File: src/rtl/j1_pkg.sv
// rtl/j1_pkg.sv - instruction classes, ALU op/func encodings and delta helper for j1_core_p
package j1_pkg;

  typedef enum logic [2:0] {
    CLS_JMP  = 3'd0,
    CLS_CJMP = 3'd1,
    CLS_CALL = 3'd2,
    CLS_ALU  = 3'd3,
    CLS_LIT  = 3'd4
  } insn_cls_e;

  typedef enum logic [3:0] {
    OP_T     = 4'd0,
    OP_N     = 4'd1,
    OP_ADD   = 4'd2,
    OP_AND   = 4'd3,
    OP_OR    = 4'd4,
    OP_XOR   = 4'd5,
    OP_INV   = 4'd6,
    OP_EQ    = 4'd7,
    OP_LT    = 4'd8,
    OP_SRA   = 4'd9,
    OP_SHL   = 4'd10,
    OP_R     = 4'd11,
    OP_SUB   = 4'd12,
    OP_IO    = 4'd13,
    OP_DEPTH = 4'd14,
    OP_ULT   = 4'd15
  } alu_op_e;

  typedef enum logic [2:0] {
    FN_NONE  = 3'd0,
    FN_T2N   = 3'd1,
    FN_T2R   = 3'd2,
    FN_MEMWR = 3'd3,
    FN_IOWR  = 3'd4,
    FN_IORD  = 3'd5,
    FN_IEWR  = 3'd6,
    FN_RSVD  = 3'd7
  } alu_func_e;

  // Literal bit dominates; otherwise insn[14:13] selects the class.
  function automatic insn_cls_e insn_class(input logic [2:0] top);
    if (top[2]) return CLS_LIT;
    return insn_cls_e'({1'b0, top[1:0]});
  endfunction

  function automatic logic [7:0] delta_sext(input logic [1:0] d);
    return {{6{d[1]}}, d};
  endfunction

endpackage

File: src/rtl/j1_stack.sv
// rtl/j1_stack.sv - register-file stack with pointer, signed delta move and over/underflow pulse
module j1_stack
  import j1_pkg::*;
#(
  parameter int WIDTH = 16,
  parameter int DEPTH = 16
) (
  input  logic                     clk_i,
  input  logic                     rst_ni,
  input  logic                     move_i,
  input  logic                     we_i,
  input  logic [1:0]               delta_i,
  input  logic [WIDTH-1:0]         wd_i,
  output logic [WIDTH-1:0]         top_o,
  output logic [$clog2(DEPTH)-1:0] sp_o,
  output logic                     err_o
);

  localparam int AW = $clog2(DEPTH);

  logic [WIDTH-1:0] mem_q [DEPTH];
  logic [AW-1:0]    sp_q, sp_d;

  always_comb begin
    sp_d = sp_q;
    if (move_i) sp_d = sp_q + AW'(delta_sext(delta_i));
  end

  always_ff @(posedge clk_i or negedge rst_ni) begin
    if (!rst_ni) sp_q <= '0;
    else         sp_q <= sp_d;
  end

  // The new top lands at the updated pointer, so a push writes the slot it moves onto.
  always_ff @(posedge clk_i) begin
    if (move_i && we_i) mem_q[sp_d] <= wd_i;
  end

  assign top_o = mem_q[sp_q];
  assign sp_o  = sp_q;

  always_comb begin
    err_o = 1'b0;
    if (move_i) begin
      case (delta_i)
        2'b01:   err_o = (sp_q == AW'(DEPTH - 1));
        2'b11:   err_o = (sp_q == '0);
        2'b10:   err_o = (sp_q <= AW'(1));
        default: err_o = 1'b0;
      endcase
    end
  end

endmodule

File: src/rtl/j1_core_p.sv
// rtl/j1_core_p.sv - parametrised J1 stack CPU with I/O stall and stack error flag
// Optional single-level interrupt with the irq port is built when J1_IRQ_EN is defined.
module j1_core_p
  import j1_pkg::*;
#(
  parameter int                 WIDTH      = 16,
  parameter int                 CODE_AW    = 13,
  parameter int                 DSTK_DEPTH = 16,
  parameter int                 RSTK_DEPTH = 16,
  parameter logic [CODE_AW-1:0] IRQ_VECTOR = 13'h0002
) (
  input  logic               clk,
  input  logic               resetq,
  output logic [CODE_AW-1:0] code_addr,
  input  logic [15:0]        insn,
  output logic [WIDTH-1:0]   mem_addr,
  output logic               mem_wr,
  output logic [WIDTH-1:0]   dout,
  output logic               io_rd,
  output logic               io_wr,
  input  logic [WIDTH-1:0]   io_din,
  input  logic               io_ready,
`ifdef J1_IRQ_EN
  input  logic               irq,
`endif
  output logic               dstk_err
);

  localparam int DAW = $clog2(DSTK_DEPTH);
  localparam int RAW = $clog2(RSTK_DEPTH);

  logic [CODE_AW-1:0] pc_q, pc_d, pc_plus_1, target;
  logic [WIDTH-1:0]   st0_q, st0_d, st1, rst0, alu, rwd;
  logic               reboot_q, dstk_err_q;
  logic [DAW-1:0]     dsp;
  logic [RAW-1:0]     unused_rsp;
  logic               unused_rstk_err;
  logic               stall, take_irq, io_access;
  logic               dmove, dwe, rmove, rwe, dstk_err_pulse;
  logic [1:0]         ddelta, rdelta;
  insn_cls_e          cls;
  alu_op_e            op;
  alu_func_e          func;

  assign cls       = insn_class(insn[15:13]);
  assign op        = alu_op_e'(insn[11:8]);
  assign func      = alu_func_e'(insn[6:4]);
  assign pc_plus_1 = pc_q + CODE_AW'(1);
  assign target    = CODE_AW'(insn[12:0]);

  assign io_access = (cls == CLS_ALU) && ((func == FN_IORD) || (func == FN_IOWR));
  assign stall     = !reboot_q && io_access && !io_ready;

`ifdef J1_IRQ_EN
  logic ie_q, ie_d;
  assign take_irq = irq && ie_q && !reboot_q && !stall;
`else
  localparam logic [CODE_AW-1:0] unused_irq_vector = IRQ_VECTOR;
  assign take_irq = 1'b0;
`endif

  always_comb begin
    alu = st0_q;
    case (op)
      OP_T:     alu = st0_q;
      OP_N:     alu = st1;
      OP_ADD:   alu = st0_q + st1;
      OP_AND:   alu = st0_q & st1;
      OP_OR:    alu = st0_q | st1;
      OP_XOR:   alu = st0_q ^ st1;
      OP_INV:   alu = ~st0_q;
      OP_EQ:    alu = {WIDTH{st1 == st0_q}};
      OP_LT:    alu = {WIDTH{$signed(st1) < $signed(st0_q)}};
      OP_SRA:   alu = WIDTH'($signed(st0_q) >>> 1);
      OP_SHL:   alu = st0_q << 1;
      OP_R:     alu = rst0;
      OP_SUB:   alu = st1 - st0_q;
      OP_IO:    alu = io_din;
      OP_DEPTH: alu = WIDTH'(dsp);
      OP_ULT:   alu = {WIDTH{st1 < st0_q}};
      default:  alu = st0_q;
    endcase
  end

  always_comb begin
    pc_d   = pc_q;
    st0_d  = st0_q;
    dmove  = 1'b0;
    dwe    = 1'b0;
    ddelta = 2'b00;
    rmove  = 1'b0;
    rwe    = 1'b0;
    rdelta = 2'b00;
    rwd    = WIDTH'({pc_plus_1, 1'b0});
    mem_wr = 1'b0;
    io_rd  = 1'b0;
    io_wr  = 1'b0;
`ifdef J1_IRQ_EN
    ie_d   = ie_q;
`endif
    if (reboot_q) begin
      pc_d = '0;
    end else if (stall) begin
      io_rd = (func == FN_IORD);
      io_wr = (func == FN_IOWR);
    end else if (take_irq) begin
      // Push the preempted pc itself so that instruction runs again after return.
      pc_d   = IRQ_VECTOR;
      rmove  = 1'b1;
      rwe    = 1'b1;
      rdelta = 2'b01;
      rwd    = WIDTH'({pc_q, 1'b0});
`ifdef J1_IRQ_EN
      ie_d   = 1'b0;
`endif
    end else begin
      dmove = 1'b1;
      rmove = 1'b1;
      case (cls)
        CLS_LIT: begin
          pc_d   = pc_plus_1;
          st0_d  = WIDTH'(insn[14:0]);
          dwe    = 1'b1;
          ddelta = 2'b01;
        end
        CLS_JMP: pc_d = target;
        CLS_CJMP: begin
          pc_d   = (st0_q == '0) ? target : pc_plus_1;
          st0_d  = st1;
          ddelta = 2'b11;
        end
        CLS_CALL: begin
          pc_d   = target;
          rwe    = 1'b1;
          rdelta = 2'b01;
        end
        CLS_ALU: begin
          pc_d   = insn[7] ? rst0[CODE_AW:1] : pc_plus_1;
          st0_d  = alu;
          ddelta = insn[1:0];
          rdelta = insn[3:2];
          dwe    = (func == FN_T2N);
          rwe    = (func == FN_T2R);
          if (func == FN_T2R) rwd = st0_q;
          mem_wr = (func == FN_MEMWR);
          io_wr  = (func == FN_IOWR);
          io_rd  = (func == FN_IORD);
`ifdef J1_IRQ_EN
          if (func == FN_IEWR) ie_d = st0_q[0];
`endif
        end
        default: ;
      endcase
    end
  end

  always_ff @(posedge clk or negedge resetq) begin
    if (!resetq) begin
      pc_q       <= '0;
      st0_q      <= '0;
      reboot_q   <= 1'b1;
      dstk_err_q <= 1'b0;
    end else begin
      pc_q       <= pc_d;
      st0_q      <= st0_d;
      reboot_q   <= 1'b0;
      dstk_err_q <= dstk_err_q | dstk_err_pulse;
    end
  end

`ifdef J1_IRQ_EN
  always_ff @(posedge clk or negedge resetq) begin
    if (!resetq) ie_q <= 1'b0;
    else         ie_q <= ie_d;
  end
`endif

  j1_stack #(.WIDTH(WIDTH), .DEPTH(DSTK_DEPTH)) u_dstk (
    .clk_i   (clk),
    .rst_ni  (resetq),
    .move_i  (dmove),
    .we_i    (dwe),
    .delta_i (ddelta),
    .wd_i    (st0_q),
    .top_o   (st1),
    .sp_o    (dsp),
    .err_o   (dstk_err_pulse)
  );

  j1_stack #(.WIDTH(WIDTH), .DEPTH(RSTK_DEPTH)) u_rstk (
    .clk_i   (clk),
    .rst_ni  (resetq),
    .move_i  (rmove),
    .we_i    (rwe),
    .delta_i (rdelta),
    .wd_i    (rwd),
    .top_o   (rst0),
    .sp_o    (unused_rsp),
    .err_o   (unused_rstk_err)
  );

  assign code_addr = pc_d;
  assign mem_addr  = st0_q;
  assign dout      = st1;
  assign dstk_err  = dstk_err_q;

endmodule

File: config.mk
export PLATFORM = sky130hd
export DESIGN_NAME = j1_core_p
export DESIGN_NICKNAME = d
export VERILOG_FILES = /design/src/rtl/j1_pkg.sv /design/src/rtl/j1_stack.sv /design/src/rtl/j1_core_p.sv
export SDC_FILE = /design/constraint.sdc
export NUM_CORES = 1
export LEC_CHECK = 0
export CAP_MARGIN = 0
export CORE_UTILIZATION = 60
export CTS_BUF_LIST = sky130_fd_sc_hd__clkbuf_2
export CTS_CLUSTER_DIAMETER = 50
export DETAILED_ROUTE_END_ITERATION = 16
export GPL_TIMING_DRIVEN = 0
export PLACE_DENSITY = 0.78
export SLEW_MARGIN = 30
export SYNTH_ARGS = -nofsm -noshare
export SYNTH_HDL_FRONTEND = slang
export SYNTH_SLANG_ARGS = --single-unit
File: constraint.sdc
create_clock -name clk -period 9.4 [get_ports clk]
set_input_delay 2.82 -clock clk [delete_from_list [all_inputs] [get_ports clk]]
set_output_delay 2.82 -clock clk [all_outputs]
set_load 0.005 [all_outputs]
== After elaboration in Yosys (flattened, before gate mapping) ==
Memory sizes are Yosys's and may differ from the RTL's.
Cells that the tools add are included.

* ROM bits: 0
* Memory bits (writable): 512
* Memories kept: 2
* Bits in registers: 39
* Logic and storage cells: 116
* Input bits: 35
* Output and inout port bits: 49
* Latch bits: 0

* Mux-type cells: 45
* Shifts and indexed selects: 0
* $lt $le $gt $ge: 3
* Divide/modulo/power cells: 0
* $add $sub $neg: 5
* Reduce and logical (&&, ||, !) cells: 16
* Bitwise operators: 7
* $mul: 0
* Equality and inequality tests: 31

{| class="wikitable"
|+ Memory list
! memory !! words !! width !! read ports !! clocked after memory_dff !! write ports !! line !! RTL
|-
| u_dstk.mem_q || 16 || 16 || 1 || 0 || 1 || j1_stack.sv:21 || <nowiki>logic [WIDTH-1:0] mem_q [DEPTH];</nowiki>
|-
| u_rstk.mem_q || 16 || 16 || 1 || 0 || 1 || j1_stack.sv:21 ||
|}

{| class="wikitable"
|+ Operator list
! kind !! number
|-
| 16-bit one-hot mux with 15 select lines || 1
|-
| 16-bit two-way mux || 4
|-
| 13-bit two-way mux || 4
|-
| 13-bit one-hot mux with 4 select lines || 1
|-
| 16-bit one-hot mux with 3 select lines || 1
|-
| 4-bit == test (second input constant) || 9
|-
| 16-bit < comparator || 2
|-
| 1-bit two-way mux || 21
|-
| 16-bit adder || 1
|-
| 16-bit bitwise AND || 1
|-
| 16-bit == test || 1
|-
| 4-bit by 3-bit == test with 1-bit output (second input constant) || 4
|-
| 16-bit logical NOT || 1
|-
| 16-bit NOT || 1
|-
| 16-bit OR || 1
|-
| 16-bit subtractor || 1
|-
| 16-bit bitwise XOR || 1
|-
| 13-bit by 1-bit adder with 13-bit output (second input constant) || 1
|-
| 3-bit by 2-bit == test with 1-bit output (second input constant) || 4
|-
| 3-bit == test (second input constant) || 3
|-
| 4-bit adder || 2
|-
| 4-bit by 2-bit == test with 1-bit output (second input constant) || 2
|-
| 4-bit logical NOT || 2
|-
| 2-bit two-way mux || 4
|-
| 22 further kinds || 34
|}

== Longest topological paths before layout ==
Gate-level depths: netlist of run 1.

* Depth in word-level cells: 12
* Depth in mapped cells: 20
* Depth with buffers taken out: 14

== Hierarchy ==
From an unflattened synthesis of run 1, not the netlist that was laid out.

* Cell total of the unflattened synthesis: 1741
* Area total of the unflattened synthesis: 25979.9 µm²

{| class="wikitable"
|+ Modules (own cells, without submodules)
! module !! instances !! cells an instance !! seq. area each (µm²) !! area an instance (µm²)
|-
| j1_stack (u_rstk) || 1 || 454 || 7787.5 || 10174.8
|-
| j1_stack (u_dstk) || 1 || 454 || 7787.5 || 10038.4
|-
| j1_core_p || 1 || 833 || 777.0 || 5766.8
|}

== Worst setup path after synthesis of run 1 ==
Ideal clock, no wire load.

* Kind: in2out
* Start: in insn[15]
* End: out code_addr[3]
* Required time: 6.580 ns
* Cell stages on the path: 10
* Path buffers: 2
* Slack: 1.976 ns
* Arrival: 4.604 ns
* Cell sequence: buf_2 -> nor2b_2 -> nand2_1 -> or3_1 -> nor2_2 -> buf_2 -> a21oi_1 -> o21ai_0 -> a21oi_1 -> nor4_1

* Cells in the longest elaborated chain, start to end: 8
* Elaborated cells between the ends (all ways): 14
* Classes of those cells: eq/ne: 4; mux: 5; reduce/logical: 5

{| class="wikitable"
|+ Ends and longest elaborated chain
! element !! line !! RTL
|-
| start, declared || j1_core_p.sv:15 || <nowiki>input logic [15:0] insn,</nowiki>
|-
| 1-bit two-way mux (*) || j1_pkg.sv:44 || <nowiki>if (top[2]) return CLS_LIT;</nowiki>
|-
| 3-bit two-way mux (*) || j1_pkg.sv:45 || <nowiki>return insn_cls_e'({1'b0, top[1:0]});</nowiki>
|-
| branches (longest 4 deep; another with 13-bit one-hot mux with 4 select lines) || n/a ||
|-
| 13-bit two-way mux (*) || j1_core_p.sv:103 || <nowiki>end else if (stall) begin</nowiki>
|-
| 13-bit two-way mux (*) || j1_core_p.sv:101 || <nowiki>if (reboot_q) begin</nowiki>
|-
| end, declared || j1_core_p.sv:14 || <nowiki>output logic [CODE_AW-1:0] code_addr,</nowiki>
|}

Every way passes the cells marked *.

== Final worst setup path of run 1 ==
* Start: in insn[14]
* End: out code_addr[9]

* Cells in the longest elaborated chain, start to end: 7
* Elaborated cells between the ends (all ways): 13
* Classes of those cells: eq/ne: 4; mux: 4; reduce/logical: 5

{| class="wikitable"
|+ Ends and longest elaborated chain
! element !! line
|-
| 3-bit two-way mux (*) || j1_pkg.sv:45
|-
| branches (longest 4 deep; another with 13-bit one-hot mux with 4 select lines) || n/a
|-
| 13-bit two-way mux (*) || j1_core_p.sv:103
|-
| 13-bit two-way mux (*) || j1_core_p.sv:101
|}

Marked as above.

==> results of run 1 <==
registers in the layout, indices dropped and copies added, names as in the netlist:
signal / cells
mem_addr: 16
u_rstk.sp_o: 4
dstk_err: 1
pc_q: 13
reboot_q: 1
u_rstk.mem_q: 256
u_dstk.mem_q: 256
u_dstk.sp_o: 4
power breakdown:
part	internal [mW]	switching, mW
clock network	0.679	0.940
logic	1.28	2.04
registers	2.88	0.193
total	4.83	3.17
cells by family (layout without fill, tap and decap cells):
logic type	count (synthesis)	count (layout)
compound gates	323	323
xor+xnor	25	25
fa+ha+maj	63	63
buf+inv	165	500
flops	551	551
mux	160	160
other cells	1	5
simple gates	324	324
worst min-delay path, delay by kind of cell (launching register included):
kind | cells | cell delay (ns)
DFF | 1 | 0.45
AOI/OAI and AO/OA | 1 | 0.08
buffers and inverters | 1 | 0.05
through the flow:
| stage | utilization (%) | instances | power [mW] | TNS, ns |
|---|---|---|---|---|
| 3_5_place_dp | 66.5 | 2241 | 6.33 | -0.117 |
| 4_1_cts | 69.6 | 2479 | 7.93 | 0 |
| 2_1_floorplan | - | 1612 | 5.09 | 0 |
| 6_report | 69.7 | 2483 | 8.01 | 0 |
| 3_3_place_gp | 65.0 | 2226 | 6.23 | -0.119 |
| 5_1_grt | 69.7 | 2481 | 8.33 | 0 |
synth_stat cells, types with 7 or more instances:
cell      count  share of area, %
edfxtp_1    512                61
mux4_2      149                13
nor2_1      106               1.6
nand2_1      85               1.3
a21oi_1      81               1.6
inv_1        72               1.1
o21ai_0      64               1.3
ha_1         59               2.9
clkbuf_1     56              0.83
dfrtp_1      38               3.8
nand3_1      27              0.53
a221oi_1     20              0.69
buf_2        20              0.40
nor3_1       19              0.38
a211oi_1     18              0.53
a221o_1      17              0.67
xnor2_1      17              0.59
and3_1       15              0.37
a31oi_1      14              0.35
nand2b_1     13              0.32
a22oi_1      12              0.36
nor4_1       10              0.25
a21o_1        9              0.27
o21ai_1       9              0.18
or3_1         9              0.22
and2_1        8              0.20
o22ai_1       8              0.20
xor2_1        8              0.28
buf_6         7              0.31
o21bai_1      7              0.21
how the worst min path moves through the flow:
stage	slack [ns]	to	from
global placement	0.58	dstk_err	dstk_err
global route	0.63	dstk_err	dstk_err
finish	0.61	dstk_err	dstk_err
floorplan	0.48	dstk_err	dstk_err
CTS	0.60	dstk_err	dstk_err
detailed placement	0.58	dstk_err	dstk_err
metal layers:
layer	vias to the layer above	wire, um	global-route usage (%)
met4	4	3520	18.3
li1	7013	-	-
met1	8474	27300	47.7
met3	239	8970	9.74
met2	1304	34000	52.6
met5	-	25	0
layout make-up:
cell class | count | area, um2
repair buffers | 97 | 1150
flip-flops and latches | 551 | 16400
clock buffers | 201 | 1010
fillers | 2643 | 12500
well taps | 532 | 666
diodes | 4 | 10.0
clock inverters | 37 | 256
plain buffers | 92 | 439
inverters | 73 | 274
multi-input cells | 896 | 8570
==> results.toml, run 1 <==
[synthesis]
yosysWarnings = 0
synth_area_um2 = 25300
synthCells = 1612
yosys.area_share.xor_xnor_pct = 0.865
synth_top_family_by_area = "multiplexers"
seq_area_frac_synth_pct = 64.6
synth_seq_cells = 551
synth_fp_nets = 1710
syn_avg_cell_area_um2 = 15.7
synth_ff_type = "edfxtp_1"
synth_compound_area_share_pct = 8.54
synthAdderAreaFrac_pct = 3.23
synth-edff-count = 512
netlist-cell-type-count = 74
synth_mux_area_share_pct = 13.9
async_reset_ff_share_pct = 7.08
synth-simple-area-share_pct = 6.00

[worst_setup_path]
critPathMaxFanout = 10
path_cells = "clkdlybuf4s50_1 -> nor2b_4 -> nand2_1 -> or3_1 -> nor2_2 -> buf_2 -> a221o_1 -> a31oi_1 -> nor3_1 -> clkdlybuf4s50_1"
cpPeakStageDelay_ns = 0.71
cp.arrival_ns = 6.42
crit_slowest_cell = "clkdlybuf4s50_1"
path_class = "in -> out"
reg2reg_from = "u_dstk.sp_o[1]"
worst_r2r_endpoint = "mem_addr[14]"
worstPathRequired_ns = 6.58
end_kind = "output pin"
startpoint = "insn[14]"
critPathBufInv = 3
cpMostUsedCell = "clkdlybuf4s50_1"
r2r_slack_ns = 3.14
cpLargestDelayFamily = "simple AND/OR/NAND/NOR gates"
cp_num_cells = 10
cp-start-kind = "input pin"
reg2regPathDepth = 18
endpoint = "code_addr[9]"

[timing]
fin_worst_skew_ns = 0.0933
finalMaxSlewViolations = 0
hold_viol = 0
finalCriticalPeriod_ns = 9.24
timing.final.ws_setup_ns = 0.162
tightest_slew_ns = 1.09
post-route-period-util_pct = 98.3
slew_headroom_pct = 27.2
setup_violations = 0
rsz0062_at_grt = "no"
fmax_ghz = 0.108
whs_ns = 0.615

[clock_tree]
ctsRootBufferMaster = "clkbuf_2"
cts_inserted_buffers = 136
postCtsResizedCells = 1
cts_buffer_depth = 3
cts_hold_buf = 0
cts_max_level = 4
clk_pin_slew_ns = 0.12
cts.sinks = 551
cts_setup_buffers = 0
clkLatencyLatePin_ns = 1.22
cts_tree = "built"

[cells_and_area]
drive_above_1_share_pct = 25.0
fin_area_um2 = 28700
layout_commonest_cell = "edfxtp_1"
nets = 1945
syn_to_final_growth_pct = 13.5
layout_common_cells = "edfxtp_1, clkbuf_2, mux4_2, nand2_1, clkdlybuf4s50_1"

[floorplan]
pin_count = 84
initial_utilization_pct = 61.4
rows = 74
fp.coreArea_um2 = 41200
dieHeight_um = 207
fp.dieArea_um2 = 43000
fp.dieW_um = 207

[pwr]
p_per_area_nw_per_um2 = 279
power.leakage_nw = 9.71
vdd_drop_max_uv = 155

[routing]
drt-initial-drc-count = 2061
antenna_left = 0
routedWlPerCell_um = 29.7
drt_wl_total_um = 73800
drc = 0
vias_per_cell = 6.86
routed-via-count = 17000
dr.pass1.iters = 6

[hold_path]
hold_path_depth = 2
hold_class = "reg -> reg"

[global_route]
grt_pass1_wl_um = 108000
antenna_found_initial = 4
grt_pass1_vias = 16700
grt_use_total_pct = 35.2
grt.overflow.total = 0
grt_max_degree = 40

[status]
status = "complete, no violations"

[placement]
pre_cts_slack_ns = -0.117
dp_hpwl_um = 49400
gp_congestion = 0.986
portBuffers = 82
place_area_um2 = 27400

[job]
drv_cap = 0
No activity file was read; power rests on OpenSTA's default activity.
==> run 2: changes to the inputs <==
- CORE_MARGIN: unset -> 1.5
==> results.toml, run 2 (synthesized netlist as in run 1, its figures left out) <==
[status]
status = "complete, no violations"

[global_route]
grt_pass1_wl_um = 110000
grt.overflow.total = 0
grt_use_total_pct = 35.5
grt_max_degree = 40
antenna_found_initial = 4
grt_pass1_vias = 17000

[worst_setup_path]
cp-start-kind = "input pin"
critPathMaxFanout = 10
worstPathRequired_ns = 6.58
cp.arrival_ns = 6.43
end_kind = "output pin"
reg2reg_from = "u_dstk.sp_o[2]"
worst_r2r_endpoint = "mem_addr[14]"
reg2regPathDepth = 16
r2r_slack_ns = 3.31
path_class = "in -> out"

[cells_and_area]
layout_commonest_cell = "edfxtp_1"
layout_common_cells = "edfxtp_1, clkbuf_2, mux4_2, nand2_1, clkdlybuf4s50_1"
fill_cells = 2675
nets = 1952
syn_to_final_growth_pct = 14.2
register_area_um2 = 16400
fin_cells = 2495
multiInputGateArea_um2 = 8580
drive_above_1_share_pct = 24.9

[hold_path]
hold_path_depth = 2
hold_class = "reg -> reg"
holdCritStartpoint = "dstk_err"
holdPathEnd = "dstk_err"

[floorplan]
fp.dieW_um = 208
dieHeight_um = 208
pin_count = 84
rows = 75
fp.dieArea_um2 = 43400
fp.coreArea_um2 = 41800
initial_utilization_pct = 60.6

[routing]
dr_wl_met3_um = 9190
dr.pass1.iters = 8
vias_per_cell = 6.90
drc = 0
wl_met1_um = 27500
routedWlPerCell_um = 30.4
wl_met2_um = 35200
routed-via-count = 17200
drt_wl_total_um = 75900
top_layer_used = "met5"
drt-initial-drc-count = 2562
antenna_left = 0

[clock_tree]
cts_max_level = 4
cts_tree = "built"
clkLatencyLatePin_ns = 1.19
cts_buffer_depth = 3
cts.sinks = 551
cts_hold_buf = 0
cts_inserted_buffers = 136
clk_pin_slew_ns = 0.10
ctsRootBufferMaster = "clkbuf_2"

[timing]
fin_worst_skew_ns = 0.118
slew_headroom_pct = 32.8
rsz0062_at_grt = "no"
fmax_ghz = 0.108
post-route-period-util_pct = 98.4
hold_viol = 0
finalMaxSlewViolations = 0
tightest_slew_ns = 1.01
setup_violations = 0
setup_tns_ns = 0
finalCriticalPeriod_ns = 9.25

[pwr]
pwr-share-clk_pct = 19.7
internal-power_mw = 4.77
swShare_pct = 40.5
pwr-share-comb_pct = 42.0
power.leakage_nw = 9.73
vdd_drop_max_uv = 176
power_switching_mw = 3.25
seqPwrFrac_pct = 38.3
p_per_area_nw_per_um2 = 277

[placement]
dp_hpwl_um = 50700
place_inst = 2255
gp_congestion = 0.981
portBuffers = 82

[job]
drv_cap = 0
==> run 2: changes by cell type in the layout (fill, tap and decap cells not counted), sizes merged <==
cell	previous run	this run
bufinv	4	2
clkbuf	258	242
buf	51	58
diode	4	2
inv	76	80
clkinv	28	41
clkinvlp	2	3
==> run 2: power by group through the flow <==
stage	clock network [mW]	logic, mW	registers (mW)
after floorplan	0	2.06	3.03
after global placement	0	3.17	3.11
after detailed placement	0	3.25	3.12
after CTS	1.60	3.27	3.06
after global routing	1.72	3.53	3.08
final	1.58	3.37	3.07
==> run 2: repair_timing <==
item                       CTS  global route
setup endpoints to repair    0             4
buffers inserted             0             0
resized for setup            0             5
==> run 2: routing by layer <==
layer / GRT usage, % / vias to the layer above
met5: 0 / -
met1: 47.4 / 8511
li1: - / 7014
met3: 8.94 / 278
met2: 54.1 / 1398
met4: 19.9 / 4
==> run 2: cell type report <==
cell class | instances | share of cell area, %
timing repair buffer | 104 | 4.58
tap | 539 | 2.33
buffer | 92 | 1.52
clock buffer | 185 | 3.20
clock inverter | 53 | 1.08
multi-input combinational | 896 | 29.7
inverter | 73 | 0.948
sequential | 551 | 56.6
antenna | 2 | 0.0173
==> run 2: stage by stage <==
step           instance area [um2]  power, mW  utilization, %  setup slack (ns)  hold slack [ns]
3_3_place_gp                 26800       6.28            64.2            0.0899            0.586
4_1_cts                      28800       7.93            69.0            0.0274            0.617
3_5_place_dp                 27600       6.37            66.0            0.0828            0.590
2_1_floorplan                25300       5.09               -              1.98            0.477
5_1_grt                      28900       8.33            69.2            0.0653            0.635
6_report                     28900       8.02            69.2             0.148            0.596
==> run 2: worst max-delay path by stage <==
stage | startpoint | endpoint | slack (ns) | depth (start not counted)
floorplan | insn[15] | code_addr[3] | 1.98 | 10
global placement | insn[14] | code_addr[3] | 0.09 | 11
detailed placement | insn[14] | code_addr[3] | 0.08 | 11
CTS | insn[14] | code_addr[3] | 0.03 | 11
global route | insn[14] | code_addr[0] | 0.07 | 9
finish | insn[14] | code_addr[0] | 0.15 | 9
==> run 2: worst max-delay path, stage by stage <==
cell and delay, ns:
clkdlybuf4s50_1 0.74, nor2b_2 0.33, nand2_1 0.18, or3_1 0.48, nor2_2 0.20, buf_2 0.25
a221oi_1 0.08, a221oi_1 0.71, clkdlybuf4s50_1 0.64
